===== src/rtl/data_mem_arbiter_if.sv =====
// Bus bundle between the MEM stage, the host/loader port and the single-port data_memory.
// The slave modport is the arbiter's view; the master modport is the environment driving it.
interface data_mem_arbiter_if #(
  parameter int DATA_WIDTH    = 32,
  parameter int ADDRESS_WIDTH = 20
);
  logic                     cpu_req;
  logic                     cpu_we;
  logic                     cpu_be;
  logic [ADDRESS_WIDTH-1:0] cpu_addr;
  logic [DATA_WIDTH-1:0]    cpu_wdata;
  logic [DATA_WIDTH-1:0]    cpu_rdata;
  logic                     cpu_stall;

  logic                     host_req;
  logic                     host_we;
  logic                     host_lock;
  logic [ADDRESS_WIDTH-1:0] host_addr;
  logic [DATA_WIDTH-1:0]    host_wdata;
  logic                     host_gnt;
  logic                     host_rvalid;
  logic [DATA_WIDTH-1:0]    host_rdata;

  logic [ADDRESS_WIDTH-1:0] mem_addr;
  logic [DATA_WIDTH-1:0]    mem_wdata;
  logic                     mem_we;
  logic                     mem_re;
  logic                     mem_be;
  logic [DATA_WIDTH-1:0]    mem_rdata;

  modport slave (
    input  cpu_req, cpu_we, cpu_be, cpu_addr, cpu_wdata,
    input  host_req, host_we, host_lock, host_addr, host_wdata,
    input  mem_rdata,
    output cpu_rdata, cpu_stall,
    output host_gnt, host_rvalid, host_rdata,
    output mem_addr, mem_wdata, mem_we, mem_re, mem_be
  );

  modport master (
    output cpu_req, cpu_we, cpu_be, cpu_addr, cpu_wdata,
    output host_req, host_we, host_lock, host_addr, host_wdata,
    output mem_rdata,
    input  cpu_rdata, cpu_stall,
    input  host_gnt, host_rvalid, host_rdata,
    input  mem_addr, mem_wdata, mem_we, mem_re, mem_be
  );
endinterface


===== src/rtl/data_mem_arbiter.sv =====
// Single-port data_memory arbiter: MEM stage vs host/loader, anti-starvation wait counter, bounded lock bursts.
// Optional ARB_PERF_CNT_EN adds perf_stall_cnt / perf_host_cnt performance counters.
module data_mem_arbiter #(
  parameter int DATA_WIDTH    = 32,
  parameter int ADDRESS_WIDTH = 20,
  parameter int MAX_WAIT      = 4,
  parameter int LOCK_MAX      = 16
) (
  input  logic                clk,
  input  logic                rst,
  data_mem_arbiter_if.slave   bus
`ifdef ARB_PERF_CNT_EN
  ,
  output logic [31:0]         perf_stall_cnt,
  output logic [31:0]         perf_host_cnt
`endif
);

  localparam int WAIT_W = $clog2(MAX_WAIT + 1);
  localparam int LOCK_W = $clog2(LOCK_MAX + 1);
  localparam logic [WAIT_W-1:0] WAIT_TOP = WAIT_W'(MAX_WAIT);
  localparam logic [LOCK_W-1:0] LOCK_TOP = LOCK_W'(LOCK_MAX);

  typedef enum logic [1:0] {IDLE, CPU, HOST, LOCK} state_t;
  typedef enum logic [1:0] {GNT_NONE, GNT_CPU, GNT_HOST} grant_t;

  state_t              state, state_next;
  grant_t              grant;
  logic [WAIT_W-1:0]   wait_cnt, wait_next;
  logic [LOCK_W-1:0]   lock_cnt, lock_next;
  logic                lock_release;

  // Grant decision for the current cycle; reset drops ownership immediately.
  always_comb begin
    grant = GNT_NONE;
    if (!rst)
      grant = GNT_NONE;
    else if (state == LOCK && bus.host_req && bus.host_lock && lock_cnt < LOCK_TOP)
      grant = GNT_HOST;
    else if (bus.host_req && wait_cnt == WAIT_TOP)
      grant = GNT_HOST;
    else if (bus.cpu_req)
      grant = GNT_CPU;
    else if (bus.host_req)
      grant = GNT_HOST;
  end

  // A CPU slot forced by an exhausted lock burst leaves the host owed the very next slot.
  assign lock_release = (grant == GNT_CPU) && bus.host_req && bus.host_lock && (lock_cnt == LOCK_TOP);

  always_comb begin
    // NOTE: every comb output gets a default first so no path can infer a latch.
    state_next = IDLE;
    wait_next  = wait_cnt;
    lock_next  = lock_cnt;

    unique case (grant)
      GNT_HOST: state_next = bus.host_lock ? LOCK : HOST;
      GNT_CPU:  state_next = CPU;
      default:  state_next = IDLE;
    endcase

    if (!bus.host_req || grant == GNT_HOST)
      wait_next = '0;
    else if (lock_release)
      wait_next = WAIT_TOP;
    else if (wait_cnt != WAIT_TOP)
      wait_next = wait_cnt + 1'b1;

    if (!bus.host_req || !bus.host_lock || grant == GNT_CPU)
      lock_next = '0;
    else if (grant == GNT_HOST && lock_cnt != LOCK_TOP)
      lock_next = lock_cnt + 1'b1;
  end

  // NOTE: sequential state uses non-blocking assignments so all registers update from pre-edge values.
  always_ff @(posedge clk or negedge rst) begin
    if (!rst) begin
      state       <= IDLE;
      wait_cnt    <= '0;
      lock_cnt    <= '0;
      bus.host_rvalid <= 1'b0;
      bus.host_rdata  <= '0;
    end else begin
      state       <= state_next;
      wait_cnt    <= wait_next;
      lock_cnt    <= lock_next;
      bus.host_rvalid <= (grant == GNT_HOST) && !bus.host_we;
      if (grant == GNT_HOST && !bus.host_we)
        bus.host_rdata <= bus.mem_rdata;
    end
  end

  always_comb begin
    bus.mem_addr  = '0;
    bus.mem_wdata = '0;
    bus.mem_we    = 1'b0;
    bus.mem_re    = 1'b0;
    bus.mem_be    = 1'b0;
    bus.host_gnt  = 1'b0;
    bus.cpu_stall = 1'b0;
    unique case (grant)
      GNT_HOST: begin
        bus.mem_addr  = bus.host_addr;
        bus.mem_wdata = bus.host_wdata;
        bus.mem_we    = bus.host_we;
        bus.mem_re    = !bus.host_we;
        bus.host_gnt  = 1'b1;
        bus.cpu_stall = bus.cpu_req;
      end
      GNT_CPU: begin
        bus.mem_addr  = bus.cpu_addr;
        bus.mem_wdata = bus.cpu_wdata;
        bus.mem_we    = bus.cpu_we;
        bus.mem_re    = !bus.cpu_we;
        bus.mem_be    = bus.cpu_be;
      end
      default: ;
    endcase
  end

  assign bus.cpu_rdata = bus.mem_rdata;

`ifdef ARB_PERF_CNT_EN
  always_ff @(posedge clk or negedge rst) begin
    if (!rst) begin
      perf_stall_cnt <= '0;
      perf_host_cnt  <= '0;
    end else begin
      if (bus.cpu_stall) perf_stall_cnt <= perf_stall_cnt + 32'd1;
      if (bus.host_gnt)  perf_host_cnt  <= perf_host_cnt + 32'd1;
    end
  end
`endif

endmodule


===== src/flat_wrapper.sv =====
// flat-port wrapper written by rule: the top's interface ports become plain ports
module data_mem_arbiter_flat 
#(
  parameter int DATA_WIDTH    = 32,
  parameter int ADDRESS_WIDTH = 20,
  parameter int MAX_WAIT      = 4,
  parameter int LOCK_MAX      = 16
)
  (clk, rst, bus_cpu_req, bus_cpu_we, bus_cpu_be, bus_cpu_addr, bus_cpu_wdata, bus_host_req, bus_host_we, bus_host_lock, bus_host_addr, bus_host_wdata, bus_mem_rdata, bus_cpu_rdata, bus_cpu_stall, bus_host_gnt, bus_host_rvalid, bus_host_rdata, bus_mem_addr, bus_mem_wdata, bus_mem_we, bus_mem_re, bus_mem_be);
  data_mem_arbiter_if #(.DATA_WIDTH(DATA_WIDTH), .ADDRESS_WIDTH(ADDRESS_WIDTH)) bus_i ();
  input  logic clk;
  input  logic rst;
  input wire logic [$bits(bus_i.cpu_req)-1:0] bus_cpu_req;
  input wire logic [$bits(bus_i.cpu_we)-1:0] bus_cpu_we;
  input wire logic [$bits(bus_i.cpu_be)-1:0] bus_cpu_be;
  input wire logic [$bits(bus_i.cpu_addr)-1:0] bus_cpu_addr;
  input wire logic [$bits(bus_i.cpu_wdata)-1:0] bus_cpu_wdata;
  input wire logic [$bits(bus_i.host_req)-1:0] bus_host_req;
  input wire logic [$bits(bus_i.host_we)-1:0] bus_host_we;
  input wire logic [$bits(bus_i.host_lock)-1:0] bus_host_lock;
  input wire logic [$bits(bus_i.host_addr)-1:0] bus_host_addr;
  input wire logic [$bits(bus_i.host_wdata)-1:0] bus_host_wdata;
  input wire logic [$bits(bus_i.mem_rdata)-1:0] bus_mem_rdata;
  output wire logic [$bits(bus_i.cpu_rdata)-1:0] bus_cpu_rdata;
  output wire logic [$bits(bus_i.cpu_stall)-1:0] bus_cpu_stall;
  output wire logic [$bits(bus_i.host_gnt)-1:0] bus_host_gnt;
  output wire logic [$bits(bus_i.host_rvalid)-1:0] bus_host_rvalid;
  output wire logic [$bits(bus_i.host_rdata)-1:0] bus_host_rdata;
  output wire logic [$bits(bus_i.mem_addr)-1:0] bus_mem_addr;
  output wire logic [$bits(bus_i.mem_wdata)-1:0] bus_mem_wdata;
  output wire logic [$bits(bus_i.mem_we)-1:0] bus_mem_we;
  output wire logic [$bits(bus_i.mem_re)-1:0] bus_mem_re;
  output wire logic [$bits(bus_i.mem_be)-1:0] bus_mem_be;
  assign bus_i.cpu_req = bus_cpu_req;
  assign bus_i.cpu_we = bus_cpu_we;
  assign bus_i.cpu_be = bus_cpu_be;
  assign bus_i.cpu_addr = bus_cpu_addr;
  assign bus_i.cpu_wdata = bus_cpu_wdata;
  assign bus_i.host_req = bus_host_req;
  assign bus_i.host_we = bus_host_we;
  assign bus_i.host_lock = bus_host_lock;
  assign bus_i.host_addr = bus_host_addr;
  assign bus_i.host_wdata = bus_host_wdata;
  assign bus_i.mem_rdata = bus_mem_rdata;
  assign bus_cpu_rdata = bus_i.cpu_rdata;
  assign bus_cpu_stall = bus_i.cpu_stall;
  assign bus_host_gnt = bus_i.host_gnt;
  assign bus_host_rvalid = bus_i.host_rvalid;
  assign bus_host_rdata = bus_i.host_rdata;
  assign bus_mem_addr = bus_i.mem_addr;
  assign bus_mem_wdata = bus_i.mem_wdata;
  assign bus_mem_we = bus_i.mem_we;
  assign bus_mem_re = bus_i.mem_re;
  assign bus_mem_be = bus_i.mem_be;
  data_mem_arbiter #(.DATA_WIDTH(DATA_WIDTH), .ADDRESS_WIDTH(ADDRESS_WIDTH), .MAX_WAIT(MAX_WAIT), .LOCK_MAX(LOCK_MAX)) u_core (.clk(clk), .rst(rst), .bus(bus_i));
endmodule

===== config.mk =====
export PLATFORM = sky130hd
export DESIGN_NAME = data_mem_arbiter_flat
export DESIGN_NICKNAME = d
export VERILOG_FILES = /design/src/rtl/data_mem_arbiter_if.sv /design/src/rtl/data_mem_arbiter.sv /design/src/flat_wrapper.sv
export SDC_FILE = /design/constraint.sdc
export NUM_CORES = 1
export LEC_CHECK = 0
export CORE_AREA = 3 3 102 104
export CTS_BUF_LIST = sky130_fd_sc_hd__clkbuf_8 sky130_fd_sc_hd__clkbuf_16
export DETAILED_ROUTE_END_ITERATION = 16
export DIE_AREA = 0 0 105 107
export PLACE_DENSITY_LB_ADDON = 0.25
export SYNTH_ARGS = -nofsm -noshare
export SYNTH_HDL_FRONTEND = slang
export SYNTH_SLANG_ARGS = --single-unit

===== constraint.sdc =====
create_clock -name clk -period 5.5 [get_ports clk]
set_input_delay 1.1 -clock clk [delete_from_list [all_inputs] [get_ports clk]]
set_output_delay 1.1 -clock clk [all_outputs]
set_load 0.02 [all_outputs]

After elaboration in Yosys (flattened, before gate mapping)
Cells that the tools add are included.

operators by class
  $add $sub $neg = 2
  order comparisons = 1
  equality and inequality tests = 7
  mux-type cells = 19
  reduce and logical (&&, ||, !) cells = 18

operators with widths
  kind                                                 count
  one-hot mux 32 bit (2 select lines)                  1
  one-hot mux 20 bit (2 select lines)                  1
  two-way mux 2 bit                                    5
  two-way mux 5 bit                                    2
  logical AND 1 bit                                    9
  two-way mux 3 bit                                    3
  adder 5 x 1 -> 5 bit, second input constant          1
  equality test 5 bit, second input constant           1
  < comparator 5 bit, second input constant            1
  inequality test 5 bit, second input constant         1
  equality test 2 bit, second input constant           2
  zero test 1 bit                                      4
  two-way mux 1 bit                                    4
  one-hot mux 1 bit (2 select lines)                   2
  one-hot mux 2 bit (2 select lines)                   1
  adder 3 x 1 -> 3 bit, second input constant          1
  equality test 3 bit, second input constant           1
  logical OR 1 bit                                     3
  inequality test 3 bit, second input constant         1
  nonzero test 3 bit                                   1
  equality test 2 x 1 -> 1 bit, second input constant  1
  nonzero test 2 bit                                   1

storage, ports and cells
  flip-flop bits (word level) = 43
  input port bits = 144
  output and inout port bits = 122
  logic and storage cells = 52

Logic depth before layout (Yosys ltp)
Gate-level depths: netlist (run 1).

  depth after elaboration = 12
  depth in mapped cells = 12
  depth with buffers taken out = 9

Worst setup path before layout (run 1)
Ideal clock, no wire load.

  kind = input port to output port
  start point = input port bus_host_lock
  end point = output port bus_mem_re
  arrival time = 2686 ps
  required time = 4400 ps
  slack = 1714 ps
  stages = 10
  cell sequence = nand4_1 nor2_1 o21a_1 ha_1 buf_6 nor2b_4 buf_6 buf_6 a21oi_1 nor2_1

on the way
  longest elaborated chain between the ends = 6
  elaborated cells between the ends (all ways) = 7
  those cells by class = 2 x eq/ne; 3 x mux; 2 x reduce/logical

ends and longest elaborated chain
  item                                                                        line                     source
  from (decl)                                                                 flat_wrapper.sv:20       input wire logic [$bits(bus_i.host_lock)-1:0] bus_host_lock;
  logical AND 1 bit (*) (2 in a row)                                          data_mem_arbiter.sv:38   else if (state == LOCK && bus.host_req && bus.host_lock && lock_cnt < LOCK_TOP)
  two-way mux 2 bit (*)                                                       data_mem_arbiter.sv:38
  two-way mux 2 bit (*)                                                       data_mem_arbiter.sv:36   if (!rst)
  equality test 2 x 1 -> 1 bit / equality test 2 bit (equally long branches)  data_mem_arbiter.sv:102  unique case (grant)
  one-hot mux 1 bit (2 select lines) (*)                                      data_mem_arbiter.sv:102
  to (decl)                                                                   flat_wrapper.sv:32       output wire logic [$bits(bus_i.mem_re)-1:0] bus_mem_re;

Every way passes the cells marked *; elsewhere a longest branch is shown, timed or not.

Worst setup path after layout (run 1)
  start point = input port bus_host_lock
  end point = output port bus_mem_wdata[1]

on the way
  longest elaborated chain between the ends = 6
  elaborated cells between the ends (all ways) = 7
  those cells by class = 2 x eq/ne; 3 x mux; 2 x reduce/logical

ends and longest elaborated chain
  item                                                                        line                     source
  logical AND 1 bit (*) (2 in a row)                                          data_mem_arbiter.sv:38
  two-way mux 2 bit (*)                                                       data_mem_arbiter.sv:38
  two-way mux 2 bit (*)                                                       data_mem_arbiter.sv:36
  equality test 2 x 1 -> 1 bit / equality test 2 bit (equally long branches)  data_mem_arbiter.sv:102
  one-hot mux 32 bit (2 select lines) (*)                                     data_mem_arbiter.sv:102
  to (decl)                                                                   flat_wrapper.sv:30       output wire logic [$bits(bus_i.mem_wdata)-1:0] bus_mem_wdata;

Marks and branches as above.

==> metrics.cfg, run 1 <==
[status]
status = finished clean

[drt]
wl_per_cell_um = 17.0
ant_nets = 0
via_per_inst = 4.78
dr.pass1.iters = 4
route.vias.total = 3119
drt_iter0_markers = 133
drc = 0
totalWireLength_um = 11100

[global_route]
grt_pass1_vias = 3324
grt_pass1_wl_um = 17000
grt_max_degree = 56
antenna_found_initial = 0
grtUsageTotal = 0.187
grt_overflow = 0

[pwr]
p_leak_nw = 2.13
finalPower_mw = 1.25
p_per_area_nw_per_um2 = 225
ir_worst_vdd_mv = 0.111

[logic_synthesis]
ys_warn_count = 0
synth_cell_types = 31
synth-main-ff-cell = dfrtp_1
synth_nets = 446
synthCells = 295
ys_ff_latch = 43
ys_seq_area_frac = 0.371
syn_avg_cell_area_um2 = 9.83
synth-async-reset-ratio = 1.00
synth_edf_count = 0
synth_area_um2 = 2900

[sta]
final-max-slew-violation-count = 0
clock.fmax_mhz = 205
skew_ps = 4.41
rsz0062_at_grt = false
relSlewSlack = 0.609
tns_ps = 0
finalCriticalPeriod_ps = 4870
timing.hold.ws_ps = 514
setup_viol = 0
worstMarginPinSlew_ps = 587
hold_viol_final = 0
fin_crit_sh = 0.886

[worst_setup_path]
endpoint_kind = primary output
required_ps = 4400
cp_max_fo = 20
worst-path-buf-inv = 3
path_class = primary input to primary output
cp_data_arrival_time_ps = 3770
path_cells = clkdlybuf4s50_1 -> nand4_1 -> nor2_1 -> o21a_1 -> ha_2 -> buf_4 -> a22oi_1 -> nor2_1 -> clkdlybuf4s50_1
cpPeakStageDelay_ps = 630
start_kind = primary input
cp_top_family = buffers and inverters
slowest_stage = clkdlybuf4s50_1

[cts]
cts_hold_buf = 0
clkSlewWorstSetupHoldPaths_ps = 80
clockRootBuffer = clkbuf_8
cts_setup_buffers = 0
htree_levels = 2
cts_tree = built
clkSinkCount = 43
cts_buffer_depth = 2
clock_latency_ps = 290
cts_buffers = 5
cts_resized = 0

[floorplan]
fp-row-count = 36
io_pins = 266
core-area_um2 = 9640
die_h_um = 107
dieArea_um2 = 11200
initial_core_util = 0.301
die_width_um = 105

[layout]
diodes = 0
seq_area_um2 = 1080
final_core_util = 0.574
fillers = 885
nNetsFinal = 670
area_delta_synth_final_pct = 90.7
drive_gt1_frac = 0.110
multi_input_area_um2 = 1430

[place]
dp_hpwl_um = 9030
io_buffers = 265
gp_congestion = 0.875

[hold_path]
hold_path_class = register to register

[flow_run]
cap_violations = 0

-- cell usage in the layout (no fill, tap or decap), types with 2 or more instances in the layout --
master and instances:
clkdlybuf4s50_1 264, dfrtp_1 43, a22oi_1 53, nand4_1 3, ha_1 5, buf_4 7, xor2_1 2, mux2_4 28
a21oi_1 6, and2_1 2, clkbuf_8 5, nand2_1 4, nor2_1 59, ha_2 2, or3_1 2, nand3b_1 3
o21ai_0 4, mux2_2 4, inv_1 7, nand3_1 2
-- where the power goes --
group,switching (mW),total (mW),internal [mW]
clock,0.108,0.244,0.135
sequential,0.0350,0.416,0.381
combinational,0.249,0.588,0.339
-- cells in the mapped netlist (all sizes together), types with 2 or more instances --
cell	number	area (um2)
or3	2	12.5
nand3b	3	22.5
inv	7	26.3
buf	42	320
a22oi	53	398
ha	7	87.6
nand4	3	18.8
nand3	2	10.0
dfrtp	43	1080
mux2	32	465
and2	2	12.5
a21oi	7	38.8
o21ai	4	20.0
nor2	60	228
clkbuf	14	52.6
nand2	4	15.0
xor2	2	17.5
-- flip-flops by register name, indices dropped and copies added (netlist names) --
register,count
u_core.bus.host_rvalid,1
u_core.state,2
u_core.bus.host_rdata,32
u_core.lock_cnt,5
u_core.wait_cnt,3
-- layer usage --
layer,GRT usage,part of all wire,vias up
met5,0,0,-
met4,0.0665,0.029,0
met3,0.0578,0.086,19
met2,0.351,0.53,165
met1,0.197,0.36,1484
li1,-,-,1451
-- layout make-up --
class	instances	share of cell area
Sequential cell	43	0.195
Tap cell	133	0.0301
Inverter	7	0.00475
Multi-Input combinational cell	189	0.259
Timing Repair Buffer	273	0.492
Clock inverter	3	0.00792
Clock buffer	5	0.0124
-- logic make-up (layout without fill, tap and decap cells) --
group                    count (synthesis)  in the layout  synth area share
flip-flops                              43             43             0.371
AO/OA/AOI/OAI                           68             68             0.169
XOR/XNOR                                 3              3           0.00906
multiplexers                            32             32             0.160
AND/OR/NAND/NOR                         79             79             0.123
buffers and inverters                   63            288             0.138
adder cells (fa/ha/maj)                  7              7            0.0302
-- worst paths after layout --
path / startpoint / endpoint / slack [ps] / depth (start not counted)
min: u_core.bus.host_rdata[18] / u_core.bus.host_rdata[18] / 510 / 1
max reg2reg: u_core.wait_cnt[0] / u_core.bus.host_rdata[11] / 2600 / 9
max in group asynchronous: rst / u_core.bus.host_rdata[26] / 4120 / 2
min in group asynchronous: rst / u_core.state[0] / 660 / 1
max: bus_host_lock / bus_mem_wdata[1] / 630 / 9
min reg2reg: u_core.bus.host_rdata[18] / u_core.bus.host_rdata[18] / 510 / 1
-- worst reg2reg max path, stage by stage (launching register included) --
cell	delay (ps)
dfrtp_1	420
inv_1	70
ha_1	190
nand2_1	140
o211ai_1	220
or2_2	170
ha_2	450
nor2b_4	230
buf_4	480
mux2_2	440
-- metrics by stage --
step	std cells	area, um2	worst slack [ps]
2_1_floorplan	295	2900	1710
3_3_place_gp	645	5420	695
3_5_place_dp	645	5420	644
4_1_cts	653	5530	638
5_1_grt	653	5530	397
6_report	653	5530	628
No activity file was read; power rests on OpenSTA's default activity.
==> inputs of run 2 (changes only) <==
CORE_AREA = 3 3 103 105   (was 3 3 102 104)
DIE_AREA = 0 0 106 108   (was 0 0 105 107)
DONT_BUFFER_PORTS = 1   (was default)
==> metrics.cfg, run 2 (synthesized netlist as in run 1, its figures left out) <==
[worst_setup_path]
endpoint_kind = primary output
path_class = primary input to primary output
r2r_slack_ps = 2260  ; -340 ps
start_kind = primary input
cp_max_fo = 59  ; +200%
cp_data_arrival_time_ps = 3150  ; -620 ps
required_ps = 4400  ; about the same

[drt]
route.vias.total = 2077  ; -33%
via_per_inst = 5.42  ; +14%
wl_per_cell_um = 21.6  ; +27%
ant_nets = 0  ; unchanged
totalWireLength_um = 8280  ; -25%
drt_iter0_markers = 165  ; +24%
dr.pass1.iters = 5  ; +1
drc = 0  ; unchanged

[pwr]
p_per_area_nw_per_um2 = 318  ; +41%
comb_power_share = 0.209  ; -0.262
netSwitchingFraction = 0.360  ; +0.0455
p_clk_frac = 0.227  ; +0.032
switchingPower_uw = 322  ; -18%
seqPwrFrac = 0.564  ; +0.231
p_leak_nw = 1.08  ; -49%
ir_worst_vdd_mv = 0.116  ; +5.1%
intPower_uw = 573  ; -33%

[layout]
drive_gt1_frac = 0.204  ; +0.0944
final_core_util = 0.289  ; -0.285
top_regs = u_core.bus.host_rdata x32, u_core.lock_cnt x5, u_core.wait_cnt x3
final_common_cell = nor2_1
diodes = 0  ; unchanged
area_delta_synth_final_pct = -2.98
nNetsFinal = 400  ; -40%
largest-register = u_core.bus.host_rdata
fillers = 1047  ; +18%
layout_common_cells = nor2_1, a22oi_1, dfrtp_1, mux2_4, inv_1
largest_reg_flops = 32  ; unchanged

[sta]
worstMarginPinSlew_ps = 996  ; +409 ps
fin_crit_sh = 0.773  ; -0.112
skew_ps = 4.61  ; +0.195 ps
tns_ps = 0  ; unchanged
rsz0062_at_grt = false
clock.fmax_mhz = 235  ; +15%
finalCriticalPeriod_ps = 4250  ; -617 ps
relSlewSlack = 0.336  ; -0.273
setup_viol = 0  ; unchanged
final-max-slew-violation-count = 0  ; unchanged
hold_viol_final = 0  ; unchanged

[cts]
htree_levels = 2  ; unchanged
clockRootBuffer = clkbuf_8
cts_setup_buffers = 0  ; unchanged
clkSinkCount = 43  ; unchanged
cts_buffers = 5  ; unchanged
cts_tree = built
cts_resized = 0  ; unchanged
clock_latency_ps = 290  ; about the same
cts_buffer_depth = 2  ; unchanged
cts_hold_buf = 0  ; unchanged
clkSlewWorstSetupHoldPaths_ps = 90  ; about the same

[floorplan]
dieArea_um2 = 11400  ; +1.9%
die_width_um = 106  ; +0.95%
core-area_um2 = 9730  ; +0.93%
io_pins = 266  ; unchanged
fp-row-count = 36  ; unchanged
initial_core_util = 0.298  ; -0.00279
die_h_um = 108  ; +0.93%

[global_route]
grt_max_degree = 60  ; +7.1%
grt_pass1_wl_um = 11900  ; -30%
grt_overflow = 0  ; unchanged
grt_pass1_vias = 1996  ; -40%
antenna_found_initial = 0  ; unchanged
grtUsageTotal = 0.132  ; -0.0556

[flow_run]
cap_violations = 0  ; unchanged

[status]
status = finished clean

[place]
gp_congestion = 0.807  ; -7.8%
io_buffers = 0  ; -100%
dp_hpwl_um = 6620  ; -27%

[hold_path]
hold_path_class = primary input to async pin

-- run 2: cell count changes in the layout (fill, tap and decap cells not counted), sizes merged --
cell,delta
buf,-6
bufinv,-1
inv,+1
clkinvlp,+2
clkinv,-2
clkdlybuf4s50,-264
-- run 2: worst paths after layout --
kind | start | end | cells after the start
max in group asynchronous | rst | u_core.bus.host_rdata[9] | 0
setup reg to reg | u_core.wait_cnt[0] | u_core.bus.host_rdata[11] | 9
hold / removal | rst | u_core.bus.host_rdata[21] | 0
min in group clk | u_core.wait_cnt[1] | u_core.wait_cnt[1] | 2
hold reg to reg | u_core.wait_cnt[1] | u_core.wait_cnt[1] | 2
setup / recovery | bus_host_lock | bus_mem_wdata[14] | 6
-- run 2: critical path: stages --
cell and delay [ps]:
nand4_1 60, nor2_1 70, o21ai_0 190, ha_2 860, a22oi_1 360, nor2_1 460
-- run 2: metrics by stage --
step | std cells | power, mW | hold slack, ps | cell area (um2) | setup slack, ps
after floorplan | 295 | 0.702 | 519 | 2900 | 1710
after global placement | 375 | 0.698 | 559 | 2720 | 1360
after detailed placement | 375 | 0.701 | 562 | 2720 | 1260
after CTS | 383 | 0.914 | 476 | 2810 | 1260
after global routing | 383 | 0.950 | 461 | 2810 | 1120
final | 383 | 0.895 | 496 | 2810 | 1250
-- run 2: power by group through the flow --
stage | Combinational, mW | Sequential (mW) | Clock (mW)
2_1_floorplan | 0.203 | 0.498 | 0
3_3_place_gp | 0.185 | 0.513 | 0
3_5_place_dp | 0.188 | 0.513 | 0
4_1_cts | 0.190 | 0.508 | 0.217
5_1_grt | 0.204 | 0.516 | 0.230
6_report | 0.187 | 0.505 | 0.203
-- run 2: cell type report --
| type | count | area [um2] | share of cell area |
|---|---|---|---|
| clock inverter | 3 | 23.8 | 0.00845 |
| sequential | 43 | 1080 | 0.382 |
| multi-input combinational | 189 | 1430 | 0.508 |
| inverter | 7 | 26.3 | 0.00934 |
| timing repair buffer | 3 | 22.5 | 0.00800 |
| clock buffer | 5 | 68.8 | 0.0245 |
| tap | 133 | 166 | 0.0591 |
-- run 2: per-layer routing --
layer / global-route usage / up-vias / routed length (um)
li1: - / 906 / -
met1: 0.147 / 996 / 2860
met2: 0.243 / 173 / 4450
met3: 0.0484 / 2 / 943
met4: 0.0250 / 0 / 27
met5: 0 / - / 0
